## config.mk

```make
export PLATFORM = sky130hd
export DESIGN_NAME = riscv_muldiv_iter
export DESIGN_NICKNAME = d
export VERILOG_FILES = /design/src/rtl/riscv_muldiv_iter.sv
export SDC_FILE = /design/constraint.sdc
export NUM_CORES = 1
export LEC_CHECK = 0
export BUFFER_PORTS_ARGS = -buffer_cell sky130_fd_sc_hd__buf_2
export CAP_MARGIN = 5
export CORE_MARGIN = 1.5
export CORE_UTILIZATION = 61
export DETAILED_ROUTE_END_ITERATION = 16
export HOLD_SLACK_MARGIN = 0.03
export PLACE_DENSITY_LB_ADDON = 0.25
export RECOVER_POWER = 25
export SETUP_SLACK_MARGIN = 0.02
export SYNTH_ARGS = -nofsm -noshare
export SYNTH_HDL_FRONTEND = slang
export SYNTH_SLANG_ARGS = --single-unit
```

## constraint.sdc

```tcl
create_clock -name clk -period 3.7 [get_ports clk]
set_input_delay 0.37 -clock clk [delete_from_list [all_inputs] [get_ports clk]]
set_output_delay 0.37 -clock clk [all_outputs]
set_load 0.1 [all_outputs]
```

## src/rtl/riscv_muldiv_iter.sv

```systemverilog
// Iterative RV32M multiply/divide unit beside the Execute-stage ALU.
// Multiply: shift-add, STEPS bits per CALC cycle. Divide: restoring division.
// The divider is built only when RISCV_MULDIV_DIV_EN is defined. Otherwise
// funct3[2]=1 operations finish on the fast path with a zero result.
//
// state | meaning
// IDLE  | waiting for an M instruction in Execute
// CALC  | retiring STEPS product/quotient bits per cycle
// FIX   | sign correction and result selection
// DONE  | result valid, DoneE strobe
module riscv_muldiv_iter #(
  parameter int XLEN  = 32,
  parameter int STEPS = 1
) (
  input  logic            clk,
  input  logic            reset,
  input  logic            StartE,
  input  logic [2:0]      FunctE,
  input  logic [XLEN-1:0] SrcAE,
  input  logic [XLEN-1:0] SrcBE,
  input  logic            FlushE,
  output logic            BusyE,
  output logic            DoneE,
  output logic [XLEN-1:0] ResultE
);

  localparam int CNT_W = $clog2(XLEN / STEPS + 1);
  localparam logic [CNT_W-1:0] N_CYC = CNT_W'(XLEN / STEPS);

  typedef enum logic [1:0] {S_IDLE, S_CALC, S_FIX, S_DONE} state_t;

  state_t            state_q, state_d;
  logic [2:0]        funct_q, funct_d;
  logic              neg_q, neg_d;
  logic [XLEN-1:0]   a_q, a_d;
  logic [XLEN-1:0]   b_q, b_d;
  // Multiply: {high accumulator, multiplier shifting out}.
  // Divide:   {partial remainder, dividend shifting out / quotient shifting in}.
  logic [2*XLEN-1:0] prod_q, prod_d;
  logic [CNT_W-1:0]  cnt_q, cnt_d;
  logic [XLEN-1:0]   result_q, result_d;

  logic              sign_a, sign_b, a_neg, b_neg, neg_start;
  logic [XLEN-1:0]   abs_a, abs_b;
  logic              fast_take;
  logic [XLEN-1:0]   fast_res;
  logic [2*XLEN-1:0] prod_step;
  logic [XLEN-1:0]   fix_res;

  // Operand signedness, absolute values and the fast-path decision at start.
  always_comb begin
    if (!FunctE[2]) begin
      sign_a = (FunctE[1:0] == 2'b01) || (FunctE[1:0] == 2'b10);
      sign_b = (FunctE[1:0] == 2'b01);
    end else begin
      sign_a = ~FunctE[0];
      sign_b = ~FunctE[0];
    end
    a_neg     = sign_a & SrcAE[XLEN-1];
    b_neg     = sign_b & SrcBE[XLEN-1];
    abs_a     = a_neg ? -SrcAE : SrcAE;
    abs_b     = b_neg ? -SrcBE : SrcBE;
    // Remainder takes the dividend's sign; everything else the product sign.
    neg_start = (FunctE[2] && FunctE[1]) ? a_neg : (a_neg ^ b_neg);
    fast_take = 1'b0;
    fast_res  = '0;
`ifdef RISCV_MULDIV_DIV_EN
    if (FunctE[2]) begin
      if (SrcBE == '0) begin
        fast_take = 1'b1;
        fast_res  = FunctE[1] ? SrcAE : '1;
      end else if (!FunctE[0] && (SrcAE == {1'b1, {(XLEN-1){1'b0}}}) && (&SrcBE)) begin
        fast_take = 1'b1;
        fast_res  = FunctE[1] ? '0 : {1'b1, {(XLEN-1){1'b0}}};
      end
    end
`else
    fast_take = FunctE[2];
`endif
  end

  // One CALC cycle: STEPS iterations of shift-add or restoring division.
  always_comb begin
    logic [XLEN:0] sum;
`ifdef RISCV_MULDIV_DIV_EN
    logic [XLEN:0] rs;
    logic [XLEN:0] diff;
    rs   = '0;
    diff = '0;
`endif
    sum       = '0;
    prod_step = prod_q;
    for (int i = 0; i < STEPS; i++) begin
`ifdef RISCV_MULDIV_DIV_EN
      if (funct_q[2]) begin
        rs   = {prod_step[2*XLEN-1:XLEN], prod_step[XLEN-1]};
        diff = rs - {1'b0, b_q};
        if (!diff[XLEN])
          prod_step = {diff[XLEN-1:0], prod_step[XLEN-2:0], 1'b1};
        else
          prod_step = {rs[XLEN-1:0], prod_step[XLEN-2:0], 1'b0};
      end else
`endif
      begin
        sum       = {1'b0, prod_step[2*XLEN-1:XLEN]} + (prod_step[0] ? {1'b0, a_q} : '0);
        prod_step = {sum, prod_step[XLEN-1:1]};
      end
    end
  end

  // Sign correction and result selection used in FIX.
  always_comb begin
    logic [2*XLEN-1:0] full;
    full    = neg_q ? -prod_q : prod_q;
    fix_res = '0;
    if (!funct_q[2]) begin
      fix_res = (funct_q[1:0] == 2'b00) ? full[XLEN-1:0] : full[2*XLEN-1:XLEN];
    end else begin
`ifdef RISCV_MULDIV_DIV_EN
      if (funct_q[1])
        fix_res = neg_q ? -prod_q[2*XLEN-1:XLEN] : prod_q[2*XLEN-1:XLEN];
      else
        fix_res = neg_q ? -prod_q[XLEN-1:0] : prod_q[XLEN-1:0];
`endif
    end
  end

  // Next-state, datapath loads and the Busy/Done outputs.
  always_comb begin
    state_d  = state_q;
    funct_d  = funct_q;
    neg_d    = neg_q;
    a_d      = a_q;
    b_d      = b_q;
    prod_d   = prod_q;
    cnt_d    = cnt_q;
    result_d = result_q;
    BusyE    = 1'b0;
    DoneE    = 1'b0;
    case (state_q)
      S_IDLE: begin
        if (StartE && !FlushE) begin
          BusyE   = 1'b1;
          funct_d = FunctE;
          neg_d   = neg_start;
          a_d     = abs_a;
          b_d     = abs_b;
          prod_d  = FunctE[2] ? {{XLEN{1'b0}}, abs_a} : {{XLEN{1'b0}}, abs_b};
          cnt_d   = N_CYC;
          if (fast_take) begin
            result_d = fast_res;
            state_d  = S_DONE;
          end else begin
            state_d  = S_CALC;
          end
        end
      end
      S_CALC: begin
        BusyE = 1'b1;
        if (FlushE) begin
          state_d = S_IDLE;
        end else begin
          prod_d = prod_step;
          cnt_d  = cnt_q - 1'b1;
          if (cnt_q == CNT_W'(1)) state_d = S_FIX;
        end
      end
      S_FIX: begin
        BusyE = 1'b1;
        if (FlushE) begin
          state_d = S_IDLE;
        end else begin
          result_d = fix_res;
          state_d  = S_DONE;
        end
      end
      S_DONE: begin
        // A flush in this cycle kills the finishing instruction, so no strobe.
        DoneE   = ~FlushE;
        state_d = S_IDLE;
      end
      default: state_d = S_IDLE;
    endcase
  end

  // State and datapath registers with synchronous reset.
  always_ff @(posedge clk) begin
    if (reset) begin
      state_q  <= S_IDLE;
      funct_q  <= '0;
      neg_q    <= 1'b0;
      a_q      <= '0;
      b_q      <= '0;
      prod_q   <= '0;
      cnt_q    <= '0;
      result_q <= '0;
    end else begin
      state_q  <= state_d;
      funct_q  <= funct_d;
      neg_q    <= neg_d;
      a_q      <= a_d;
      b_q      <= b_d;
      prod_q   <= prod_d;
      cnt_q    <= cnt_d;
      result_q <= result_d;
    end
  end

  assign ResultE = result_q;

endmodule

```

==> out/qor.txt <==
largest net degree at the start of global routing - 66
I/O pins - 105
final period utilization - 91.14%
synth unique cells - 66
post-synthesis to final-layout area growth - 12.97%
clk root buf - clkbuf_16
final RePlAce weighted congestion - 0.9925
WL per Instance - 20.23 µm
Diodes inserted - 0
critical path launch point type - flop
vias per cell - 6.523
clock slew at reported path FFs - 70 ps
CTS tree - done
Starting Density - 62.42%
Critical Path AT - 3000 ps
EDFF count, synth - 0
initial antenna violation count - 0
post-route insts no fill - 1678
via count - 10945
overall routing resource usage - 38.07%
drt first-iter violations - 1473
nets - 1560
hold_buf cts - 0
maxcap violations - 0
clk buf depth - 2
CTS buffer count - 17
Die Y - 133.0 µm
max_slew headroom - 18.67%
buffers plus inverters on the worst setup path - 3
DIE AREA - 17700 µm²
Die X - 133.0 µm
Worst-Skew Late Latency - 440 ps
unrepaired setup endpoints after global routing - false
Most used DFF post-synth - dfxtp_1
f_max - 296.6 MHz
first-pass GRT wire length - 52990 µm
Routed Antenna Nets - 0
# DRC - 0
Hold WS - 233.3 ps
peak supply drop - 0.3599 mV
Placed Area - 11100 µm²
H-tree levels - 4
Final Cell Area - 11650 µm²
Hold/Removal Path Class - in2reg
crit path cell chain - inv_1 > ha_1 > and3_2 > clkbuf_2 > nor2_1 > nor2_1 > buf_2
GR Overflow Total - 0
core footprint - 16520 µm²
Placement Rows - 47
Setup crit end kind - output port
post-synthesis cell area - 10310 µm²
synthesized flop and latch total - 140
most common cell type on the critical path - nor2_1
Cells after DPL - 1646
vias in the first global route - 9667
# clock sinks - 140
leakage - 4.472 nW
fin crit period - 3372 ps
post-cts resize count - 0
CP top delay family - buffers and inverters
CP max-delay cell - clkbuf_2
post-DP HPWL - 26110 µm
share of the yosys chip area belonging to registers - 27.17%
IO buf count - 104
sum of negative setup slack - 0 ps
share of layout cells above drive strength 1 - 11.18%
Fin. Hold Viols - 0
Worst Path Required - 3330 ps
Post-CTS Repair Setup Buffers - 0
async set-or-reset flop fraction in the synthesized netlist - 0%
Crit Path Class - reg2out
status - finished clean
P per Cell Area - 540.8 nW/µm²
net count after synthesis - 1483
Clock Skew - 12.90 ps
slowest stage delay, CP - 880 ps
Slew Limit Fails - 0
most frequent cells in the layout - dfxtp_1 (139), nor2_1 (132), nand2_1 (125)
final setup fails - 0
first-pass iteration count of the detailed router - 7
worst-path maximum fanout - 65
Synth Instances - 1368
commonest non-fill, non-tap cell in the layout - dfxtp_1
total detailed-routing wirelength - 33940 µm
Post-Syn Area per Cell - 7.540 µm²
Yosys warnings - 0
Slew @ Worst Pin - 1220 ps
==> routing by layer <==
metal	track usage (%)	share of wire, %
met1	52.81	42
met2	57.23	43
met3	5.287	10
met4	20.45	5.5
met5	0	0
==> logic make-up after synthesis <==
group | count (synthesis) | share of synthesized area [%]
multiplexers | 7 | 0.6793
adder cells (fa/ha/maj) | 44 | 5.410
buffers and inverters | 117 | 4.270
XOR/XNOR | 140 | 11.89
AND/OR/NAND/NOR | 513 | 24.44
flip-flops | 140 | 27.17
AO/OA/AOI/OAI | 407 | 26.14
==> cell type report <==
type	count	area (µm²)
Multi-Input combinational cell	1111	7076
Fill cell	1415	4872
Sequential cell	140	2804
Timing Repair Buffer	145	784.5
Clock buffer	18	439.2
Tap cell	220	275.3
Clock inverter	14	161.4
Inverter	30	112.6
==> worst reg2reg max path, cell delays in order (launching register included) <==
cell,delay (ps)
dfxtp_1,370
or4_4,570
or4b_1,510
or4_4,460
or4_1,520
or3_4,370
o21ai_1,180
xor2_1,180
o21ai_1,70
==> cells in the mapped netlist, types with 17 or more instances <==
library cell | instances | area (µm²)
o31ai_1 | 31 | 232.7
ha_1 | 43 | 538.0
clkbuf_1 | 80 | 300.3
or3_1 | 17 | 106.4
a21oi_1 | 75 | 375.4
o21ai_0 | 90 | 450.4
or4_1 | 18 | 135.1
nand2_1 | 125 | 469.2
xor2_1 | 62 | 543.0
nand4_1 | 22 | 137.6
and2_1 | 41 | 256.5
nor4_1 | 17 | 106.4
xnor2_1 | 78 | 683.2
inv_1 | 30 | 112.6
a211oi_1 | 50 | 375.4
dfxtp_1 | 140 | 2803
nor3_1 | 50 | 250.2
a22oi_1 | 32 | 240.2
o41ai_1 | 18 | 157.7
a31oi_1 | 19 | 118.9
nand3_1 | 34 | 170.2
nor2_1 | 133 | 499.2
==> report_power, final <==
group	internal [mW]	total [mW]	switching, mW	leakage [nW]
Clock	1.02	1.75	0.728	0.289
Sequential	1.73	2.01	0.285	1.14
Combinational	0.859	2.54	1.68	3.04
Total	3.61	6.30	2.69	4.47
==> registers in the layout, indices dropped and copies added, names as in the netlist <==
name / flops
state_q: 2
cnt_q: 6
a_q: 32
funct_q: 3
prod_q: 64
neg_q: 1
ResultE: 32
==> metrics by stage <==
step           total power, mW  setup slack [ps]  utilization (%)
2_1_floorplan            3.772             415.9                -
3_3_place_gp             4.442             452.5            67.15
3_5_place_dp             4.486             398.0            67.15
4_1_cts                  6.224             366.9            70.78
5_1_grt                  6.578             133.1            70.52
6_report                 6.302             328.0            70.52
==> final timing paths <==
check,from,end,slack [ps],cells past startpoint
min reg2reg,ResultE[3]$_SDFFE_PP0P_,ResultE[3]$_SDFFE_PP0P_,460,2
max,state_q[0]$_SDFFE_PP0P_,BusyE,330,7
min,FunctE[1],funct_q[1]$_SDFFE_PP0P_,230,3
max reg2reg,prod_q[11]$_SDFFE_PP0P_,ResultE[20]$_SDFFE_PP0P_,350,8
No activity file was read; power rests on OpenSTA's default activity.
